**config.mk**
```make
export PLATFORM = sky130hd
export DESIGN_NAME = pwm_multi_phase
export DESIGN_NICKNAME = d
export VERILOG_FILES = /design/src/rtl/pwm_multi_phase.sv
export SDC_FILE = /design/constraint.sdc
export NUM_CORES = 1
export LEC_CHECK = 0
export BUFFER_PORTS_ARGS = -buffer_cell sky130_fd_sc_hd__clkbuf_2
export CAP_MARGIN = 10
export CORE_UTILIZATION = 40
export CTS_CLUSTER_DIAMETER = 50
export DETAILED_ROUTE_END_ITERATION = 10
export PLACE_DENSITY = 0.63
export SETUP_SLACK_MARGIN = 0.4
export SKIP_CTS_REPAIR_TIMING = 1
export SLEW_MARGIN = 15
export SYNTH_ARGS = -nofsm -noshare
export SYNTH_HDL_FRONTEND = slang
export SYNTH_SLANG_ARGS = --single-unit
```
**constraint.sdc**
```tcl
create_clock -name clk -period 20.5 [get_ports clk]
set_clock_uncertainty 0.05 [all_clocks]
set_input_delay 1.025 -clock clk [delete_from_list [all_inputs] [get_ports clk]]
set_output_delay 1.025 -clock clk [all_outputs]
set_load 0.005 [all_outputs]
```
**src/rtl/pwm_multi_phase.sv**
```systemverilog
// pwm_multi_phase
//   Multi-channel PWM / pulse-position generator. A single frame counter is
//   shared by all channels; each channel has its own duty, start delay and
//   output inversion. New settings are captured into staging registers on a
//   load strobe and only become active at a frame boundary, or immediately
//   while the generator is idle, so a running frame never sees a half update.
// Ports
//   clk         in   1                rising-edge clock
//   rst         in   1                asynchronous active-high reset
//   en          in   1                run enable (low: counter at 0, outputs idle)
//   load        in   1                capture period/duty/delay/inv into staging
//   period      in   WIDTH            frame length in clk cycles
//   duty        in   CHANNELS*WIDTH   per-channel high time
//   delay       in   CHANNELS*WIDTH   per-channel pulse start offset
//   inv         in   CHANNELS         per-channel output inversion
//   q           out  CHANNELS         registered channel outputs
//   frame_start out  1                pulse the cycle after the counter was 0
//   upd_done    out  1                pulse when staged settings became active
module pwm_multi_phase #(
  parameter int WIDTH    = 26,
  parameter int CHANNELS = 2
) (
  input  logic                      clk,
  input  logic                      rst,
  input  logic                      en,
  input  logic                      load,
  input  logic [WIDTH-1:0]          period,
  input  logic [CHANNELS*WIDTH-1:0] duty,
  input  logic [CHANNELS*WIDTH-1:0] delay,
  input  logic [CHANNELS-1:0]       inv,
  output logic [CHANNELS-1:0]       q,
  output logic                      frame_start,
  output logic                      upd_done
);

  logic [WIDTH-1:0]          cnt_r;
  logic [WIDTH-1:0]          act_period_r;
  logic [WIDTH-1:0]          stg_period_r;
  logic [CHANNELS*WIDTH-1:0] act_duty_r;
  logic [CHANNELS*WIDTH-1:0] act_delay_r;
  logic [CHANNELS*WIDTH-1:0] stg_duty_r;
  logic [CHANNELS*WIDTH-1:0] stg_delay_r;
  logic [CHANNELS-1:0]       act_inv_r;
  logic [CHANNELS-1:0]       stg_inv_r;
  logic                      pending_r;

  logic                      run_s;
  logic                      wrap_s;
  logic                      apply_s;
  logic [WIDTH-1:0]          cnt_next_s;
  logic [CHANNELS-1:0]       q_next_s;

  // Run/wrap/apply decode; an idle generator (en low or period < 2) applies at once
  always_comb begin
    run_s   = en && (act_period_r >= WIDTH'(2));
    wrap_s  = run_s && (cnt_r == (act_period_r - WIDTH'(1)));
    apply_s = pending_r && (wrap_s || !run_s);
    if (!run_s) begin
      cnt_next_s = WIDTH'(0);
    end else if (wrap_s) begin
      cnt_next_s = WIDTH'(0);
    end else begin
      cnt_next_s = cnt_r + WIDTH'(1);
    end
  end

  // Per-channel level from the frame position relative to the channel's delay
  for (genvar i = 0; i < CHANNELS; i++) begin : g_ch
    logic [WIDTH-1:0] duty_s;
    logic [WIDTH:0]   per_s;
    logic [WIDTH:0]   dly_s;
    logic [WIDTH:0]   d_s;
    logic [WIDTH:0]   p_s;
    logic             raw_s;

    // Clamp delay into the frame, then fold the position so pulses can straddle the wrap
    always_comb begin
      duty_s = act_duty_r[i*WIDTH +: WIDTH];
      per_s  = {1'b0, act_period_r};
      dly_s  = {1'b0, act_delay_r[i*WIDTH +: WIDTH]};
      if (dly_s > (per_s - (WIDTH+1)'(1))) begin
        d_s = per_s - (WIDTH+1)'(1);
      end else begin
        d_s = dly_s;
      end
      if ({1'b0, cnt_r} >= d_s) begin
        p_s = {1'b0, cnt_r} - d_s;
      end else begin
        p_s = {1'b0, cnt_r} + per_s - d_s;
      end
      if (duty_s >= act_period_r) begin
        raw_s = 1'b1;
      end else if (p_s < {1'b0, duty_s}) begin
        raw_s = 1'b1;
      end else begin
        raw_s = 1'b0;
      end
    end

    // Idle outputs are forced low, never inverted
    assign q_next_s[i] = run_s ? (raw_s ^ act_inv_r[i]) : 1'b0;
  end

  // Shared frame counter
  always_ff @(posedge clk or posedge rst) begin
    if (rst) begin
      cnt_r <= WIDTH'(0);
    end else begin
      cnt_r <= cnt_next_s;
    end
  end

  // Staging capture and frame-synchronous transfer into the active set
  always_ff @(posedge clk or posedge rst) begin
    if (rst) begin
      stg_period_r <= WIDTH'(0);
      stg_duty_r   <= (CHANNELS*WIDTH)'(0);
      stg_delay_r  <= (CHANNELS*WIDTH)'(0);
      stg_inv_r    <= CHANNELS'(0);
      act_period_r <= WIDTH'(0);
      act_duty_r   <= (CHANNELS*WIDTH)'(0);
      act_delay_r  <= (CHANNELS*WIDTH)'(0);
      act_inv_r    <= CHANNELS'(0);
      pending_r    <= 1'b0;
    end else begin
      if (apply_s) begin
        act_period_r <= stg_period_r;
        act_duty_r   <= stg_duty_r;
        act_delay_r  <= stg_delay_r;
        act_inv_r    <= stg_inv_r;
      end
      // A load on the apply edge keeps pending so the fresh values go out next boundary
      if (load) begin
        stg_period_r <= period;
        stg_duty_r   <= duty;
        stg_delay_r  <= delay;
        stg_inv_r    <= inv;
        pending_r    <= 1'b1;
      end else if (apply_s) begin
        pending_r    <= 1'b0;
      end
    end
  end

  // Registered outputs: each reflects the counter value of the previous cycle
  always_ff @(posedge clk or posedge rst) begin
    if (rst) begin
      q           <= CHANNELS'(0);
      frame_start <= 1'b0;
      upd_done    <= 1'b0;
    end else begin
      q           <= q_next_s;
      frame_start <= run_s && (cnt_r == WIDTH'(0));
      upd_done    <= apply_s;
    end
  end

endmodule

```
### Yosys cells after proc, flatten, opt, wreduce, memory -nomap -nowiden

Index checks and enable logic that the tools add are counted.

* output and inout port bits: 4
* word-level logic and storage cells: 55
* bits in registers: 295

* eq/ne operators: 1
* $lt $le $gt $ge: 9
* add/sub/neg operators: 8
* bitwise gates (word level): 2
* reductions and logical operators: 8
* multiplexer cells: 14

Operator list (count)
* $mux W27: 4
* $ge A26 B27 Y1: 2
* $gt A26 B27 Y1: 2
* $lt A27 B26 Y1: 2
* $sub A26 B27 Y27: 2
* $sub A27 B27 Y27: 2
* $ge A26 B26 Y1: 2
* $mux W26: 2
* $add A26 B26 Y27: 1
* $sub A26 B1 Y27 const B: 1
* $add A26 B1 Y26 const B: 1
* $eq A26 B26 Y1: 1
* $ge A26 B2 Y1 const B: 1
* $logic_not A26 Y1: 1
* $sub A26 B1 Y26 const B: 1
* $mux W1: 8
* $logic_and A1 B1 Y1: 4
* $reduce_bool A2 Y1: 1
* $xor A1 B1 Y1: 2
* $logic_not A1 Y1: 1
* $logic_or A1 B1 Y1: 1

### Longest topological paths before layout

* depth after elaboration: 10
* mapped depth: 43
* mapped depth without buffers: 42

### Worst setup path after synthesis

Ideal clock, no wire load.

* kind: register to register
* start point: register act_period_r[4]
* end point: register q[1]
* library setup time: 0.079 ns
* period minus slack after synthesis: 8.670 ns
* required time: 20.371 ns
* slack: 11.830 ns
* path buffers: 4
* stages on the path, launching flop included: 38
* arrival time: 8.540 ns
* path through: dfrtp_1 -> or4_4 -> or3_1 -> or4_1 -> xnor2_1 -> inv_1 -> ha_1 -> nand3_1 -> or3_1 -> a21oi_1 -> a211oi_1 -> o21ai_0 -> o31a_1 -> buf_2 -> buf_2 -> mux2i_1 -> ha_1 -> nor2b_1 -> [... 2 more ...] -> o21a_1 -> nand4_1 -> nand4_1 -> a31oi_1 -> clkbuf_1 -> clkbuf_1 -> o21ai_0 -> ha_1 -> a21o_1 -> a21oi_1 -> nor2b_1 -> o21ai_0 -> a21oi_1 -> a211oi_1 -> nor3_1 -> or3_1 -> o41ai_1 -> mux2i_1

* cells in the longest elaborated chain, start to end: 10
* elaborated cells between the ends (all ways): 16

RTL lines
* start, declared: line 37 `logic [WIDTH-1:0] act_period_r;`
* start signal, assigned: line 127 `act_period_r <= stg_period_r;`
* $sub A26 B1 Y27: line 81, 82
* $gt A26 B27 Y1: line 81 `if (dly_s > (per_s - (WIDTH+1)'(1))) begin`
* $mux W27: line 81
* $sub A27 B27 Y27 (tied with other cells): line 89 `p_s = {1'b0, cnt_r} + per_s - d_s;`
* $mux W27: line 86 `if ({1'b0, cnt_r} >= d_s) begin`
* $lt A27 B26 Y1: line 93 `end else if (p_s < {1'b0, duty_s}) begin`
* $mux W1: line 93
* $mux W1: line 91 `if (duty_s >= act_period_r) begin`
* $xor A1 B1 Y1: line 101 `assign q_next_s[i] = run_s ? (raw_s ^ act_inv_r[i]) : 1'b0;`
* $mux W1 *: line 101
* via q_next_s[1]: line 51 `logic [CHANNELS-1:0] q_next_s;`
* end signal, assigned: line 152 `q <= q_next_s;`
* end, declared: line 31 `output logic [CHANNELS-1:0] q,`

Mark *: on every way through the listed nets, which the timed path passes. The rest lies on a longest branch.
A chain may end at the register's enable or synchronous reset.

### Final worst setup path

* start point: register act_period_r[0]
* end point: register q[0]

Same word-level chain as after synthesis.

==> summary.txt <==
Global routing
  – Largest net degree at the start of global routing: ~120
  – Total Routing Usage GR: a little under a quarter
  – Gr ovfl total: 0
  – Vias in the first global route: 18448
  – Initial antenna violation count: 1
  – Global-route wire length before repair: 108 mm

Synth
  – Post-synth EDFFs: 0
  – Area share of the largest cell type after synthesis: around a third
  – Syn_nets: roughly 2700
  – Synthesized area: between 0.02 and 0.025 mm²
  – Synth top area cells: dfrtp_1 32%, ha_1 15%, mux2_2 9.6%
  – Commonest cells post-synth: 295 x dfrtp_1, 282 x ha_1, 198 x mux2_2
  – Seq cells post-synth: 295
  – YS warnings: 0
  – Synth cell types: just under 80
  – Yosys top cell by area: dfrtp_1
  – Post-synth ARST share: 100%
  – Top FF cell, synth: dfrtp_1
  – Syn_area_per_cell: slightly above 10 µm²
  – Count leader, synth: dfrtp_1
  – Syn Inst Count: around 2300
  – Sequential share of the synthesized area: a little under a third

Routing
  – Via Count: around 18000
  – Routed Antenna Nets: 0
  – Routed WL: ~71 mm
  – DRC Markers: 0
  – WL/cell: between 20 and 25 µm
  – Via/cell ratio: ~5.7
  – TritonRoute pass-1 iters: 6
  – Initial DRC count: ~1400

STA
  – Setup TNS: 0 ns
  – Final setup viols: 0
  – Fin. max-slew vios: 0
  – Worst Slack Setup Final: approximately 9.6 ns
  – Max-Slew Margin vs Limit: between 20% and 30%
  – Worst slew pin tran: 1.05 ns
  – Final Critical Period: around 11 ns
  – Part of the cycle the worst path needs: around 53%
  – Unrepaired setup endpoints after global routing: false
  – Final hold vios: 0
  – Max Fclk: just over 90 MHz

Clock network
  – CTS tree: done
  – H-tree levels: 2
  – Clock transition at path regs: 0.06 ns
  – CTS root buffer: clkbuf_16
  – CTS Sinks: approximately 300
  – Clock Tree Buf Depth: 3
  – Worst-Skew Late Latency: ~0.57 ns
  – Inserted Clock Buffers: 40

Floorplan
  – Core ar.: approximately 0.057 mm²
  – Initial core utilization: ~40%
  – Die X: 243 µm
  – Die Ht: 243 µm
  – Die area: slightly below 0.06 mm²
  – # IOs: between 100 and 150
  – Row count: just under 90

Finish
  – ANT cells: 0
  – Layout Nets: roughly 2900
  – FF+latch area: 0.00738 mm²
  – Layout cell share with drive strength beyond 1: 20.6%
  – P&R area growth vs syn: 12.0%
  – Area of the multi-input gates: 0.0149 mm²
  – Non-Filler Instances: between 3000 and 4000
  – Fill cells: 5412

Worst setup path
  – Crit Path Max Fanout: 25
  – Critical path's slowest cell: nor3b_1
  – Worst path max stage delay: 0.87 ns
  – Family with the most delay on the worst path: simple AND/OR/NAND/NOR gates
  – Reg2Reg Depth: 38
  – CP startpoint kind: flop
  – CP dominant cell by count: ha_1
  – Worst Path Arrival: roughly 11 ns
  – Crit Path Class: reg -> reg
  – CP Capture Type: flop
  – WP buf/inv: 4
  – Number of cells on the critical path: 38
  – Req. time, crit path: 20.93 ns

Min path
  – Hold path depth: 1
  – Worst Hold Class: reg -> reg

Power and ir drop
  – Worst VDD drop: approximately 0.000076 V
  – Static leakage: approximately 0.012 µW
  – PD cells: roughly 130 mW/mm²

Place
  – Gpl congestion: 0.988
  – IO Port Bufs: 139
  – Post-detail-place hpwl: around 58 mm
  – Dpl cells: ~3200
  – Pre-CTS WS: approximately 10 ns

Run status
  – Status: finished, final reports clean

Run
  – Max_cap viols: 0
[worst reg2reg max path: cells and delay by family (launching register included)]
family / cells / cell delay, ns
AOI/OAI and AO/OA: 13 / 2.93
xor gates and xnor gates: 2 / 0.47
adders and majority gates: 4 / 1.28
buffers and inverters: 4 / 0.96
DFF: 1 / 0.53
muxes: 2 / 0.78
and+or+nand+nor: 13 / 3.80
[report_power, final]
| group | total [µW] | internal [µW] | leakage (µW) | switching, µW |
|---|---|---|---|---|
| sequential | 768 | 664 | 0.00352 | 104 |
| clock | 709 | 426 | 0.000653 | 283 |
| combinational | 1870 | 795 | 0.00828 | 1070 |
[sequential cells by signal, indices dropped and copies added, names as in the netlist]
name and count:
act_delay_r 52, act_duty_r 52, stg_delay_r 52, stg_duty_r 52, act_period_r 26, cnt_r 26, stg_period_r 26, act_inv_r 2
q 2, stg_inv_r 2, frame_start 1, pending_r 1, upd_done 1
[logic make-up (layout without fill, tap and decap cells)]
family / count (synthesis) / in the layout / synth area share (%)
flip-flops: 295 / 295 / 31.9
XOR/XNOR: 180 / 180 / 6.92
multiplexers: 321 / 321 / 16.3
buffers and inverters: 202 / 373 / 4.02
AO/OA/AOI/OAI: 496 / 496 / 13.7
AND/OR/NAND/NOR: 511 / 511 / 11.3
adder cells (fa/ha/maj): 293 / 293 / 15.9
[placed cells by master (no fill, tap or decap), drive strengths merged, types with 12 or more instances in the layout]
cell type,n
nor4,24
a21oi,132
nand3,49
nand2b,26
o21ai,115
a31oi,12
inv,155
dfrtp,295
o21bai,17
mux2i,53
clkbuf,184
nor2b,36
a21o,85
buf,14
nor3,33
nand2,108
xor2,63
and3,20
mux2,268
a211oi,17
ha,282
nand4,51
xnor2,117
o21a,38
nor2,124
[metrics by stage]
| step | area [µm²] | util (%) | total power [µW] | hold slack, ns |
|---|---|---|---|---|
| detailed placement | 24600 | 43.2 | 2610 | 0.432 |
| floorplan | 23200 | - | 2070 | 0.410 |
| global route | 25900 | 45.6 | 3590 | 0.472 |
| CTS | 25900 | 45.6 | 3340 | 0.445 |
| global placement | 24600 | 43.2 | 2570 | 0.429 |
| finish | 25900 | 45.6 | 3340 | 0.437 |
[path summary, 6_finish.rpt]
path	startpoint	slack, ns	end
worst max-delay path	act_period_r[0]	9.60	q[0]
worst min-delay path	stg_duty_r[7]	0.44	act_duty_r[7]
worst max register to register	act_period_r[0]	9.60	q[0]
worst min register to register	stg_duty_r[7]	0.44	act_duty_r[7]
max in group asynchronous	rst	17.88	cnt_r[16]
min in group asynchronous	rst	0.58	stg_duty_r[23]
[per-layer routing]
metal  global-route usage, %  wire length (µm)
met5                       0                 0
met4                    8.71              2520
met3                    2.65              3630
met2                    37.2             31000
met1                    34.1             33500
[cell type report]
cell class | count | area share [%]
clock inverter | 26 | 1.28
tap | 756 | 3.65
sequential | 295 | 28.5
clock buffer | 46 | 4.02
inverter | 149 | 2.20
timing repair buffer | 152 | 3.08
multi-input combinational | 1801 | 57.3
No activity file was read; power rests on OpenSTA's default activity.
